## src/rtl/reset_seq_ctrl.sv

```systemverilog
// Reset sequencer: holds every domain in reset, then releases them one by one in index order.
// Optional saturating soft-reset counter output when RST_SEQ_CNT_EN is defined.
module reset_seq_ctrl #(
   parameter int NUM_DOM = 4,
   parameter int HOLD    = 8,
   parameter int GAP     = 16
) (
   input  logic               sys_clk,
   input  logic               sys_rst,
   input  logic               sw_rst_req,
   output logic               sw_rst_ack,
   output logic [NUM_DOM-1:0] dom_rst_n,
   output logic               seq_done
`ifdef RST_SEQ_CNT_EN
   ,
   output logic [7:0]         soft_rst_cnt
`endif
);

   localparam int CNT_MAX = (HOLD > GAP) ? HOLD : GAP;
   localparam int CNT_W   = $clog2(CNT_MAX + 1);
   localparam int IDX_W   = (NUM_DOM > 1) ? $clog2(NUM_DOM) : 1;

   localparam logic [CNT_W-1:0] HOLD_C   = CNT_W'(HOLD);
   localparam logic [CNT_W-1:0] GAP_C    = CNT_W'(GAP);
   localparam logic [CNT_W-1:0] CNT_ONE  = CNT_W'(1);
   localparam logic [IDX_W-1:0] IDX_ONE  = IDX_W'(1);
   localparam logic [IDX_W-1:0] IDX_LAST = IDX_W'(NUM_DOM - 1);

   typedef enum logic [1:0] {
      ST_HOLD,
      ST_RELEASE,
      ST_RUN
   } state_t;

   state_t             r_state;
   logic [CNT_W-1:0]   r_cnt;
   logic [IDX_W-1:0]   r_idx;
   logic [NUM_DOM-1:0] r_dom_rst_n;
   logic               r_seq_done;
   logic               r_ack;
   logic               r_req_d;

   state_t             w_state_next;
   logic [CNT_W-1:0]   w_cnt_next;
   logic [IDX_W-1:0]   w_idx_next;
   logic [NUM_DOM-1:0] w_dom_next;
   logic               w_done_next;
   logic               w_ack_next;
   logic               w_release;
   logic               w_accept;

   // r_cnt counts edges since the sequence (re)started or since the last release.
   always_comb begin
      w_state_next = r_state;
      w_cnt_next   = r_cnt;
      w_idx_next   = r_idx;
      w_done_next  = r_seq_done;
      w_ack_next   = 1'b0;
      w_release    = 1'b0;
      w_accept     = 1'b0;

      case (r_state)
         ST_HOLD: begin
            if (r_cnt == HOLD_C) begin
               w_release = 1'b1;
            end else begin
               w_cnt_next = r_cnt + CNT_ONE;
            end
         end
         ST_RELEASE: begin
            if (r_cnt == GAP_C) begin
               w_release = 1'b1;
            end else begin
               w_cnt_next = r_cnt + CNT_ONE;
            end
         end
         ST_RUN: begin
            w_accept = sw_rst_req && !r_req_d;
         end
         default: begin
            w_state_next = ST_HOLD;
         end
      endcase

      if (w_release) begin
         if (r_idx == IDX_LAST) begin
            w_state_next = ST_RUN;
            w_cnt_next   = '0;
            w_idx_next   = '0;
            w_done_next  = 1'b1;
         end else begin
            w_state_next = ST_RELEASE;
            w_cnt_next   = CNT_ONE;
            w_idx_next   = r_idx + IDX_ONE;
         end
      end

      // The acceptance edge itself is edge zero of the new hold window.
      if (w_accept) begin
         w_state_next = ST_HOLD;
         w_cnt_next   = CNT_ONE;
         w_idx_next   = '0;
         w_done_next  = 1'b0;
         w_ack_next   = 1'b1;
      end
   end

   genvar gi;
   generate
      for (gi = 0; gi < NUM_DOM; gi++) begin : g_dom
         assign w_dom_next[gi] = !w_accept &&
                                 (r_dom_rst_n[gi] || (w_release && (r_idx == IDX_W'(gi))));
      end
   endgenerate

   always_ff @(posedge sys_clk) begin
      if (sys_rst) begin
         r_state     <= ST_HOLD;
         r_cnt       <= '0;
         r_idx       <= '0;
         r_dom_rst_n <= '0;
         r_seq_done  <= 1'b0;
         r_ack       <= 1'b0;
         r_req_d     <= 1'b1;
      end else begin
         r_state     <= w_state_next;
         r_cnt       <= w_cnt_next;
         r_idx       <= w_idx_next;
         r_dom_rst_n <= w_dom_next;
         r_seq_done  <= w_done_next;
         r_ack       <= w_ack_next;
         r_req_d     <= sw_rst_req;
      end
   end

   assign sw_rst_ack = r_ack;
   assign dom_rst_n  = r_dom_rst_n;
   assign seq_done   = r_seq_done;

`ifdef RST_SEQ_CNT_EN
   logic [7:0] r_soft_cnt;

   always_ff @(posedge sys_clk) begin
      if (sys_rst) begin
         r_soft_cnt <= 8'd0;
      end else if (w_accept && (r_soft_cnt != 8'hFF)) begin
         r_soft_cnt <= r_soft_cnt + 8'd1;
      end
   end

   assign soft_rst_cnt = r_soft_cnt;
`endif

endmodule

```

## config.mk

```make
export PLATFORM = sky130hd
export DESIGN_NAME = reset_seq_ctrl
export DESIGN_NICKNAME = d
export VERILOG_FILES = /design/src/rtl/reset_seq_ctrl.sv
export SDC_FILE = /design/constraint.sdc
export NUM_CORES = 1
export LEC_CHECK = 0
export ABC_CLOCK_PERIOD_IN_PS = 1700
export BUFFER_PORTS_ARGS = -buffer_cell sky130_fd_sc_hd__buf_4
export CORE_MARGIN = 8
export CORE_UTILIZATION = 53
export DETAILED_ROUTE_END_ITERATION = 10
export GPL_ROUTABILITY_DRIVEN = 1
export GPL_TIMING_DRIVEN = 0
export PLACE_DENSITY = 0.71
export SLEW_MARGIN = 20
export SYNTH_ARGS = -nofsm -noshare
export SYNTH_HDL_FRONTEND = slang
export SYNTH_SLANG_ARGS = --single-unit
export TNS_END_PERCENT = 20
```

## constraint.sdc

```tcl
create_clock -name sys_clk -period 1.7 [get_ports sys_clk]
set_input_delay 0.34 -clock sys_clk [delete_from_list [all_inputs] [get_ports sys_clk]]
set_output_delay 0.34 -clock sys_clk [all_outputs]
set_load 0.1 [all_outputs]
```

# Word level (Yosys, flattened, before mapping)

Index checks and enable logic that the tools add are counted.

Register bits after elaboration: 16
Bits of input ports: 3
Output and inout bits: 6
Word-level logic and storage cells: 61

$add $sub $neg: 2
Eq/ne operators: 12
Muxes and demuxes: 15
Reductions and logical operators: 24

Operator list:

| kind                | count |
|---|---|
| $mux 5              | 3 |
| $pmux 5 s2          | 1 |
| $logic_and 1x1->1   | 9 |
| $mux 2              | 4 |
| $ne 4x4->1 const B  | 2 |
| $eq 2x2->1 const B  | 3 |
| $mux 1              | 6 |
| $ne 3x3->1 const B  | 2 |
| $reduce_and 3->1    | 2 |
| $add 5x1->5 const B | 1 |
| $eq 5x4->1 const B  | 1 |
| $eq 5x5->1 const B  | 1 |
| $eq 2x1->1 const B  | 2 |
| $logic_not 2->1     | 2 |
| $logic_or 1x1->1    | 4 |
| $reduce_bool 4->1   | 1 |
| $reduce_bool 3->1   | 1 |
| $reduce_or 3->1     | 1 |
| $add 2x1->2 const B | 1 |
| $logic_not 1->1     | 2 |
| $ne 2x1->1 const B  | 1 |
| $pmux 1 s2          | 1 |
| $reduce_and 2->1    | 1 |
| $reduce_or 2->1     | 1 |

# Depth between registers and ports, before layout

Depth after elaboration: 6
Depth in mapped cells: 5
Mapped depth without buffers: 5

# Worst setup path before layout

OpenSTA, ideal clock, no wires.

Path type: reg2out
From: register r_dom_rst_n[0], in the netlist dom_rst_n[0]
To: output dom_rst_n[0]
Data arrival time: 0.925 ns
Data required time: 1.360 ns
Setup slack: 0.435 ns
Stages on the path, launching flop included: 1
Path buffers: 0
Cells stage by stage: dfxtp_1

RTL lines:

| what                   | RTL line | RTL |
|---|---|---|
| start, declared        | 39       | `logic [NUM_DOM-1:0] r_dom_rst_n;` |
| start signal, assigned | 130      | `r_dom_rst_n <= w_dom_next;` |
| end, declared          | 12       | `output logic [NUM_DOM-1:0] dom_rst_n,` |

No word-level cell between the ends.

# Worst setup path in the final report

From: register r_state[0]
To: register r_idx[0]

Word-level cells in the longest chain between the ends: 3
Elaborated cells between the ends (all ways): 6
Classes of those cells: 2 x eq/ne; 2 x mux; 2 x reduce/logical

Ends and longest elaborated chain:

| what                             | RTL line | RTL |
|---|---|---|
| start, declared                  | 36       | `state_t r_state;` |
| start signal, assigned           | 127      | `r_state <= w_state_next;` |
| $eq 2x2->1                       | 63       | `case (r_state)` |
| $mux 1                           | 63       |  |
| $reduce_or 2->1 (no source line) | -        |  |
| end signal, assigned             | 129      | `r_idx <= w_idx_next;` |
| end, declared                    | 38       | `logic [IDX_W-1:0] r_idx;` |

Parallel ways exist; a longest one is shown, timed or not.
A chain may end at the register's enable or synchronous reset.

==> results.sh <==
export IMPL_holdCritStartpoint="sys_rst"
export IMPL_wl_um=1201
export IMPL_dr_pass1_iters=1
export IMPL_htree_levels=1
export IMPL_place_ws_ns=0.3378
export IMPL_r2r_start="r_state[0]$_SDFFE_PP0P_"
export IMPL_cts_resized=0
export IMPL_syn_area_um2=732.0
export IMPL_leakage_nw=0.3354
export IMPL_syn_num_nets=85
export IMPL_dieHeight_um=53.16
export IMPL_clockBufferDepth=2
export IMPL_worst_pin_slew_ns=0.4256
export IMPL_ys_warn_count=0
export IMPL_vias_per_cell=5.118
export IMPL_antenna_found_initial=0
export IMPL_areaGrowthSynthToFinish_pct=13.85
export IMPL_wl_per_cell_um=11.77
export IMPL_total_power_uw=628.0
export IMPL_postCtsSetupBuffers=0
export IMPL_crit_path_start_kind="flop"
export IMPL_ioPinCount=9
export IMPL_antenna_cells=0
export IMPL_maxCapViolCount=0
export IMPL_grt_usage_pct=10.39
export IMPL_cts_sinks=16
export IMPL_worstSetupStartpoint="r_state[0]$_SDFFE_PP0P_"
export IMPL_crit_path_top_delay_cell="dfxtp_1"
export IMPL_drt_first_iter_violations=0
export IMPL_cp_cell_sequence="and3b_4, o211ai_4, or3_1, a21oi_1"
export IMPL_vias=522
export IMPL_grt_pass1_wl_um=2208
export IMPL_drc=0
export IMPL_place_congestion=0.7726
export IMPL_final_area_um2=833.3
export IMPL_cp_end_kind="flop"
export IMPL_worstSetupPathType="reg2reg"
export IMPL_post_route_period_util_pct=80.66
export IMPL_grt_overflow=0
export IMPL_fillers=120
export IMPL_critical_path_required_ns=1.91
export IMPL_cp_arrival_ns=1.59
export IMPL_layout_drive_gt1_share_pct=19.54
export IMPL_clock_latency_ns=0.28
export IMPL_layout_nets=98
export IMPL_grt_max_degree=11
export IMPL_clock_root_buffer="clkbuf_4"
export IMPL_die_area_um2=2826
export IMPL_setup_tns_ns=0
export IMPL_max_stage_delay_ns=0.45
export IMPL_drtAntennaViolNets=0
export IMPL_power_density_nw_per_um2=753.6
export IMPL_synth_distinct_cells=27
export IMPL_outcome="finished clean"
export IMPL_cts_clk_slew_worst_paths_ns=0.09
export IMPL_setup_ws_ns=0.3287
export IMPL_timing_fmax_ghz=0.7293
export IMPL_fin_skew_ns=0.002215
export IMPL_setup_viol_count_final=0
export IMPL_placed_area_um2=810.8
export IMPL_hold_viol=0
export IMPL_numPortBuffers=8
export IMPL_die_w_um=53.16
export IMPL_critPathMaxFanout=6
export IMPL_synthCells=76
export IMPL_seq_area_frac_synth_pct=43.76
export IMPL_core_area_um2=1301
export IMPL_hpwl_um=871.6
export IMPL_rsz0062_at_grt="no"
export IMPL_relSlewSlack_pct=71.62
export IMPL_initial_utilization_pct=56.25
export IMPL_timing_hold_ws_ns=0.2234
export IMPL_synth_area_per_cell_um2=9.631
export IMPL_cts_tree="yes"
export IMPL_grt_pass1_vias=549
export IMPL_ys_ff_latch=16
export IMPL_ir_worst_vdd_v=0.0004607
export IMPL_std_cell_rows=13
export IMPL_fin_crit_ns=1.371
export IMPL_ctsHoldBuffers=0
export IMPL_hp_class="in2reg"
export IMPL_cts_buffers=3
export IMPL_slew_viol_final=0
==> cell usage after synthesis <==
library cell	count	share of area, %
dfxtp_1	16	44
a21oi_1	10	6.8
nor2_1	8	4.1
ha_1	6	10
inv_1	6	3.1
nand2_1	5	2.6
nand2b_1	4	3.4
xor2_1	2	2.4
and3b_4	1	1.7
buf_2	1	0.68
clkbuf_1	1	0.51
mux2_1	1	1.5
nand3_1	1	0.68
nand3b_1	1	1.0
nand4b_1	1	1.2
nand4bb_1	1	1.5
nor2_2	1	0.86
nor2b_1	1	0.86
nor3b_4	1	2.6
o2111ai_1	1	1.2
o211a_1	1	1.4
o211ai_1	1	1.0
o211ai_4	1	2.9
or2_2	1	0.86
or2b_1	1	1.0
or3_1	1	0.86
xnor2_1	1	1.2
==> critical path: cells and delay by family, from the launching register on <==
kind,cells,cell delay [ns]
and+or+nand+nor,2,0.59
DFF,1,0.45
AOI/OAI and AO/OA,2,0.26
==> layout by cell type, fill, tap and decap left out, types with 2 or more instances in the layout <==
master,instances
a21oi_1,10
buf_4,8
clkbuf_4,3
dfxtp_1,16
ha_1,6
inv_1,6
nand2_1,5
nand2b_1,4
nor2_1,8
xor2_1,2
==> final cells by class <==
| type | count | area, um2 | area share (%) |
|---|---|---|---|
| multi-input cells | 52 | 380.4 | 45.65 |
| well taps | 15 | 18.77 | 2.252 |
| flip-flops and latches | 16 | 320.3 | 38.44 |
| inverters | 6 | 22.52 | 2.703 |
| plain buffers | 2 | 8.758 | 1.051 |
| clock buffers | 3 | 22.52 | 2.703 |
| repair buffers | 8 | 60.06 | 7.207 |
==> kinds of logic (layout without fill, tap and decap cells) <==
group / Yosys count / in the layout / share of synthesized area [%]
multiplexers: 1 / 1 / 1.538
AND/OR/NAND/NOR: 28 / 28 / 23.25
flip-flops: 16 / 16 / 43.76
buffers and inverters: 8 / 19 / 4.272
AO/OA/AOI/OAI: 14 / 14 / 13.33
adder cells (fa/ha/maj): 6 / 6 / 10.26
XOR/XNOR: 3 / 3 / 3.590
==> routing by layer <==
metal | routed length (um) | share of wire, % | vias up | track usage (%)
met5 | 0 | 0 | - | 0
li1 | - | - | 275 | -
met4 | 23 | 1.9 | 0 | 6.303
met3 | 46 | 3.8 | 2 | 3.922
met1 | 626 | 52 | 236 | 12.78
met2 | 504 | 42 | 9 | 14.84
==> state kept, by name (all words and copies together), names as in the netlist <==
name,count
r_req_d,1
r_idx,2
sw_rst_ack,1
dom_rst_n,4
r_state,2
r_cnt,5
seq_done,1
==> where the power goes <==
part,switching (mW),internal (mW),leakage [nW]
Clock,0.115,0.0821,0.0138
Sequential,0.00776,0.383,0.130
Combinational,0.0222,0.0186,0.192
Total,0.145,0.483,0.335
==> through the flow <==
| stage | cells | util [%] |
|---|---|---|
| finish | 102 | 64.04 |
| global route | 102 | 64.04 |
| CTS | 102 | 64.04 |
| detailed placement | 99 | 62.31 |
| global placement | 99 | 62.31 |
| floorplan | 76 | - |
==> final timing paths <==
check                             to  slack [ns]  depth (start not counted)
min            r_cnt[0]$_SDFFE_PP0P_        0.22                          2
min reg2reg  dom_rst_n[3]$_SDFF_PP0_        0.45                          2
max            r_idx[0]$_SDFFE_PP0P_        0.33                          4
max reg2reg    r_idx[0]$_SDFFE_PP0P_        0.33                          4
No activity file was read; power rests on OpenSTA's default activity.
